<file path="config.mk">
export PLATFORM = sky130hd
export DESIGN_NAME = dram_ctrl
export DESIGN_NICKNAME = d
export VERILOG_FILES = /design/src/rtl/dram_ctrl_pkg.sv /design/src/rtl/dram_line_buf.sv /design/src/rtl/dram_ctrl.sv
export SDC_FILE = /design/constraint.sdc
export NUM_CORES = 1
export LEC_CHECK = 0
export ABC_AREA = 1
export CORE_MARGIN = 8
export CORE_UTILIZATION = 37
export DETAILED_ROUTE_END_ITERATION = 6
export PLACE_DENSITY = 0.79
export SLEW_MARGIN = 15
export SYNTH_ARGS = -nofsm -noshare
export SYNTH_HDL_FRONTEND = slang
export SYNTH_HIERARCHICAL = 1
export SYNTH_SLANG_ARGS = --single-unit
</file>
<file path="constraint.sdc">
create_clock -name clk -period 1.5 [get_ports clk]
set_input_delay 0.3 -clock clk [delete_from_list [all_inputs] [get_ports clk]]
set_output_delay 0.3 -clock clk [all_outputs]
set_load 0.01 [all_outputs]
</file>
<file path="src/rtl/dram_ctrl_pkg.sv">
// Shared types and constants for the MEM-stage DRAM bus controller.
package dram_ctrl_pkg;

  localparam int unsigned DRAM_LINE_BYTES  = 8;
  localparam int unsigned DRAM_TIMEOUT_DEF = 255;

  typedef enum logic [1:0] {
    IDLE     = 2'd0,
    REQ      = 2'd1,
    WAIT_RSP = 2'd2,
    DONE     = 2'd3
  } dram_state_e;

endpackage

</file>
<file path="src/rtl/dram_line_buf.sv">
// One-entry read line buffer: tag lookup, fill on read response, byte merge on write.
// Instantiated by dram_ctrl only when DRAM_LINE_BUF_EN is defined.
module dram_line_buf
  import dram_ctrl_pkg::*;
#(
  parameter int unsigned XLEN = 64
) (
  input  logic                       clk,
  input  logic                       rst_n,
  input  logic [XLEN-4:0]            lookup_tag,
  output logic                       hit_c,
  output logic [XLEN-1:0]            data_c,
  input  logic                       fill_en,
  input  logic                       wr_en,
  input  logic                       inval_en,
  input  logic [XLEN-4:0]            upd_tag,
  input  logic [XLEN-1:0]            upd_data,
  input  logic [DRAM_LINE_BYTES-1:0] upd_strb
);

  logic                valid_q;
  logic [XLEN-4:0]     tag_q;
  logic [XLEN-1:0]     data_q;
  logic [XLEN-1:0]     merged;

  assign hit_c  = valid_q && (tag_q == lookup_tag);
  assign data_c = data_q;

  // Per-byte merge of write data into the held line
  always_comb begin
    merged = data_q;
    for (int unsigned i = 0; i < DRAM_LINE_BYTES; i++) begin
      if (upd_strb[i]) merged[8*i +: 8] = upd_data[8*i +: 8];
    end
  end

  always_ff @(posedge clk or negedge rst_n) begin
    if (!rst_n) begin
      valid_q <= 1'b0;
      tag_q   <= '0;
      data_q  <= '0;
    end else if (inval_en) begin
      valid_q <= 1'b0;
    end else if (fill_en) begin
      valid_q <= 1'b1;
      tag_q   <= upd_tag;
      data_q  <= upd_data;
    end else if (wr_en && valid_q && (tag_q == upd_tag)) begin
      data_q  <= merged;
    end
  end

endmodule

</file>
<file path="src/rtl/dram_ctrl.sv">
// Bridges the single-cycle MEM-stage RAM port onto a valid/ready data bus, stalling until done.
// Optional one-entry read buffer enabled by defining DRAM_LINE_BUF_EN.
module dram_ctrl
  import dram_ctrl_pkg::*;
#(
  parameter int unsigned XLEN    = 64,
  parameter int unsigned TIMEOUT = DRAM_TIMEOUT_DEF
) (
  input  logic                       clk,
  input  logic                       rst_n,
  input  logic                       flush_i,
  input  logic [XLEN-1:0]            ram_addr_i,
  input  logic                       ram_ren_i,
  input  logic                       ram_wen_i,
  input  logic [DRAM_LINE_BYTES-1:0] ram_byte_en_i,
  input  logic [XLEN-1:0]            ram_wdata_i,
  output logic [XLEN-1:0]            ram_rdata_o,
  output logic                       stall_o,
  output logic                       bus_err_o,
  output logic                       bus_req_valid_o,
  input  logic                       bus_req_ready_i,
  output logic                       bus_req_we_o,
  output logic [XLEN-1:0]            bus_req_addr_o,
  output logic [DRAM_LINE_BYTES-1:0] bus_req_wstrb_o,
  output logic [XLEN-1:0]            bus_req_wdata_o,
  input  logic                       bus_rsp_valid_i,
  input  logic [XLEN-1:0]            bus_rsp_rdata_i,
  input  logic                       bus_rsp_err_i
);

  localparam int unsigned CNT_W = (TIMEOUT < 2) ? 1 : $clog2(TIMEOUT + 1);

  dram_state_e                state_q, state_d;
  logic                       req_we_q;
  logic [XLEN-1:0]            req_addr_q;
  logic [DRAM_LINE_BYTES-1:0] req_wstrb_q;
  logic [XLEN-1:0]            req_wdata_q;
  logic                       err_q, err_d;
  logic                       discard_q, discard_d;
  logic [XLEN-1:0]            rdata_q, rdata_d;
  logic [CNT_W-1:0]           cnt_q, cnt_d;
  logic                       load;
  logic                       req_c;
  logic                       timeout_c;
  logic                       buf_hit_c;
  logic [XLEN-1:0]            buf_data_c;

  assign req_c     = ram_ren_i | ram_wen_i;
  assign timeout_c = (TIMEOUT != 0) && (cnt_q == CNT_W'(TIMEOUT));

  // Next-state and stall logic
  always_comb begin
    state_d   = state_q;
    err_d     = err_q;
    discard_d = discard_q;
    rdata_d   = rdata_q;
    cnt_d     = cnt_q;
    load      = 1'b0;
    stall_o   = 1'b0;
    unique case (state_q)
      IDLE: begin
        if (req_c && !flush_i) begin
          stall_o   = 1'b1;
          load      = 1'b1;
          err_d     = 1'b0;
          discard_d = 1'b0;
          if (buf_hit_c && !ram_wen_i) begin
            state_d = DONE;
            rdata_d = buf_data_c;
          end else begin
            state_d = REQ;
          end
        end
      end
      REQ: begin
        stall_o = 1'b1;
        if (bus_req_ready_i) begin
          // Handshake already happened, so a same-cycle flush can only discard the result
          state_d   = WAIT_RSP;
          cnt_d     = '0;
          discard_d = flush_i;
        end else if (flush_i) begin
          state_d = IDLE;
        end
      end
      WAIT_RSP: begin
        stall_o = 1'b1;
        if (flush_i) discard_d = 1'b1;
        if (bus_rsp_valid_i) begin
          state_d = DONE;
          err_d   = bus_rsp_err_i;
          if (!req_we_q) rdata_d = bus_rsp_rdata_i;
        end else if (timeout_c) begin
          state_d = DONE;
          err_d   = 1'b1;
        end else begin
          cnt_d = cnt_q + CNT_W'(1);
        end
      end
      DONE: begin
        state_d = IDLE;
      end
      default: begin
        state_d = IDLE;
      end
    endcase
  end

  always_ff @(posedge clk or negedge rst_n) begin
    if (!rst_n) begin
      state_q     <= IDLE;
      req_we_q    <= 1'b0;
      req_addr_q  <= '0;
      req_wstrb_q <= '0;
      req_wdata_q <= '0;
      err_q       <= 1'b0;
      discard_q   <= 1'b0;
      rdata_q     <= '0;
      cnt_q       <= '0;
    end else begin
      state_q   <= state_d;
      err_q     <= err_d;
      discard_q <= discard_d;
      rdata_q   <= rdata_d;
      cnt_q     <= cnt_d;
      if (load) begin
        req_we_q    <= ram_wen_i;
        req_addr_q  <= ram_addr_i;
        req_wstrb_q <= ram_byte_en_i;
        req_wdata_q <= ram_wdata_i;
      end
    end
  end

  assign bus_req_valid_o = (state_q == REQ);
  assign bus_req_we_o    = req_we_q;
  assign bus_req_addr_o  = req_addr_q;
  assign bus_req_wstrb_o = req_wstrb_q;
  assign bus_req_wdata_o = req_wdata_q;
  assign bus_err_o       = (state_q == DONE) && err_q && !discard_q;
  assign ram_rdata_o     = rdata_q;

`ifdef DRAM_LINE_BUF_EN
  logic buf_fill;
  logic buf_wr;
  logic buf_inval;

  // Timeouts count as errored reads and invalidate the entry too
  assign buf_fill  = (state_q == WAIT_RSP) && bus_rsp_valid_i && !bus_rsp_err_i && !req_we_q;
  assign buf_wr    = (state_q == WAIT_RSP) && bus_rsp_valid_i && !bus_rsp_err_i && req_we_q;
  assign buf_inval = (state_q == WAIT_RSP) && !req_we_q &&
                     ((bus_rsp_valid_i && bus_rsp_err_i) || (!bus_rsp_valid_i && timeout_c));

  dram_line_buf #(.XLEN(XLEN)) u_line_buf (
    .clk        (clk),
    .rst_n      (rst_n),
    .lookup_tag (ram_addr_i[XLEN-1:3]),
    .hit_c      (buf_hit_c),
    .data_c     (buf_data_c),
    .fill_en    (buf_fill),
    .wr_en      (buf_wr),
    .inval_en   (buf_inval),
    .upd_tag    (req_addr_q[XLEN-1:3]),
    .upd_data   (req_we_q ? req_wdata_q : bus_rsp_rdata_i),
    .upd_strb   (req_wstrb_q)
  );
`else
  assign buf_hit_c  = 1'b0;
  assign buf_data_c = '0;
`endif

endmodule
</file>
==> out/results.ini <==
[cts]
clk_latency_ps = 510
numCtsBuffers = 24
clockBufferDepth = 3
cts_tree = yes
root_buffer = clkbuf_16
htreeDepth = 1
numClockSinks = 213
cts.clk_slew.worst_paths_ps = 60

[detailed_routing]
wl_per_cell_um = 21.2
via_per_inst = 4.73
drc = 0
drt_wl_total_um = 28600
drt_iter0_markers = 222
vias = 6389
dr.pass1.iters = 4
final_antenna_net_count = 0

[logic_synthesis]
synth-adder-area-share = 0.0105
synth_mux_area_frac = 0.271
synth_seq_cells = 213
ys_warn_count = 6
ys_types = 25
syn_avg_cell_area_um2 = 15.5
synth_xor_area_frac = 0.00105
syn_nets = 753
ys_seq_area_frac = 0.639
synth_area_um2 = 8340
synthCells = 538
synth_compound_area_frac = 0.0103
synth_top_family_by_area = multiplexers
synth-simple-area-share = 0.0342

[floorplanning]
dieArea_um2 = 27600
die_y_um = 166
ioPinCount = 412
floorplan.initialDensity = 0.373
fp-row-count = 55
core_um2 = 22400
die_x_um = 166

[final_layout]
layout_commonest_cell = dfrtp_1
layout_common_cells = dfrtp_1, clkdlybuf4s50_1, mux2_2, clkdlybuf4s15_1, buf_4
fin_cells = 1350
syn_to_final_growth_pct = 76.2
fin_nets = 1261
design_area_um2 = 14700
drive_gt1_frac = 0.367

[worst_setup_path]
crit_fanout = 7
crit_family = buffers and inverters
path_class = flop to flop
cp.arrival_ps = 2240
cpPeakStageDelay_ps = 420
crit_end = bus_req_wdata_o[34]
r2r_slack_ps = -350
crit_chain = inv_2 -> ha_4 -> nand3_4 -> buf_4 -> buf_8 -> clkbuf_16 -> buf_4 -> buf_12 -> mux2_2
reg2reg_to = bus_req_wdata_o[34]
cp_num_cells = 9
cp-start-kind = flop
cp.required_ps = 1890
r2r_cells = 9
crit_slowest_cell = dfrtp_2
crit_buf_inv = 6
crit_top_cell = buf_4
crit_path_end_kind = flop

[placed_design]
dpl.cell_count = 1262
dpl.hpwl_um = 21000
placed_area_um2 = 13200
place.gp.congestion = 0.798
io_buffers = 411

[grt]
grt_max_degree = 49
grt_pass1_vias = 7075
grt_pass1_wl_um = 43400
antenna_found_initial = 2
grtUsageTotal = 0.199
grt.overflow.total = 0

[sta]
min_period_ps = 1850
rsz0062_at_grt = yes
finalMaxSlewViolations = 0
skew_ps = 11.3
worst_slack_ps = -354
final_hold_viol_count = 0
finalCritPeriodShare = 1.24
slew_headroom = 0.690
setup_viol = 215
timing.fmax_mhz = 539
worst_pin_slew_ps = 465

[worst_hold_path]
hp-class = primary input to asynchronous set/reset pin

[pwr]
power_mw = 29.3
powerDensity_nw_per_um2 = 2000
ir_drop_uv = 1270
power_leakage_nw = 6.57

[flow_run]
drv_cap = 0

[run_status]
violations = setup timing
status = finished with violations

worst min path at each step:
stage          slack, ps   from  cells after the start                    endpoint
4_1_cts              330  rst_n                      2          bus_req_addr_o[53]
5_1_grt              350  rst_n                      2          bus_req_wdata_o[9]
2_1_floorplan          4  rst_n                      0  asynchronous set/reset pin
6_report             340  rst_n                      2         bus_req_wdata_o[41]
3_5_place_dp         300  rst_n                      1         bus_req_wdata_o[20]
3_3_place_gp         300  rst_n                      1         bus_req_wdata_o[20]
per-layer routing:
metal,global-route usage,wire length (µm)
met1,0.222,10600
met2,0.360,15000
met3,0.0658,2310
met4,0.0526,668
met5,0,0
area by class of cell:
class / instances / area (µm²)
Clock buffer: 39 / 738
Multi-Input combinational cell: 287 / 2930
Fill cell: 1583 / 7660
Timing Repair Buffer: 504 / 5220
Tap cell: 285 / 357
Clock inverter: 4 / 52.6
Antenna cell: 2 / 5.00
Inverter: 16 / 72.6
Sequential cell: 213 / 5330
cell usage after synthesis, drive strengths merged:
| master | number | area share |
|---|---|---|
| nand4 | 2 | 0.0015 |
| xor2 | 1 | 0.0010 |
| nand3 | 14 | 0.0099 |
| clkbuf | 10 | 0.015 |
| buf | 12 | 0.011 |
| dfrtp | 213 | 0.64 |
| o211ai | 1 | 0.00090 |
| nor2 | 8 | 0.0042 |
| inv | 16 | 0.0072 |
| o21ai | 9 | 0.0054 |
| mux2 | 201 | 0.27 |
| a21oi | 5 | 0.0030 |
| or2 | 2 | 0.0018 |
| ha | 7 | 0.010 |
| o2111ai | 1 | 0.0010 |
| nand2 | 36 | 0.017 |
metrics by stage:
| stage | hold slack, ps | util | TNS, ps | setup WS, ps |
|---|---|---|---|---|
| 5_1_grt | 351 | 0.657 | -73560 | -398 |
| 4_1_cts | 328 | 0.644 | -34590 | -350 |
| 2_1_floorplan | 4.41 | - | -283 | -5.85 |
| 6_report | 343 | 0.657 | -61770 | -354 |
| 3_5_place_dp | 301 | 0.590 | -71200 | -554 |
| 3_3_place_gp | 302 | 0.590 | -66610 | -521 |
what timing repair did:
item | in CTS | in global routing
pin swaps | 7 | 7
gates resized for setup | 403 | 107
buffers inserted | 19 | 18
hold endpoints to repair | 35 | 0
gates cloned | 7 | 3
hold buffers | 1 | 0
endpoints found under the setup margin | 396 | 287
cells by family (layout without fill, tap and decap cells):
kind of cell / count (synthesis) / after routing
buffers and inverters: 38 / 563
XOR/XNOR: 1 / 1
flip-flops: 213 / 213
other: 0 / 2
adder cells (fa/ha/maj): 7 / 7
multiplexers: 201 / 201
AO/OA/AOI/OAI: 16 / 16
AND/OR/NAND/NOR: 62 / 62
registers in the layout (all words and copies together), names as in the netlist, named ones only:
name / flops
ram_rdata_o: 64
discard_q: 1
bus_req_wstrb_o: 8
bus_req_we_o: 1
cnt_q: 8
bus_req_addr_o: 64
state_q: 1
bus_req_wdata_o: 64
err_q: 1
worst register-to-register path, stage by stage (launching register included):
cell and delay, ps:
dfrtp_2 420, inv_2 90, ha_4 150, nand3_4 80, buf_4 150, buf_8 130, clkbuf_16 160, buf_4 140
buf_12 130, mux2_2 280
where the power goes:
group	total (mW)	internal, mW	switching (mW)	leakage (nW)
Sequential	10.1	8.56	1.49	2.56
Clock	5.82	3.52	2.30	0.375
Combinational	13.5	7.80	5.67	3.64
Total	29.3	19.9	9.46	6.57
(Power assumes the default switching activity.)
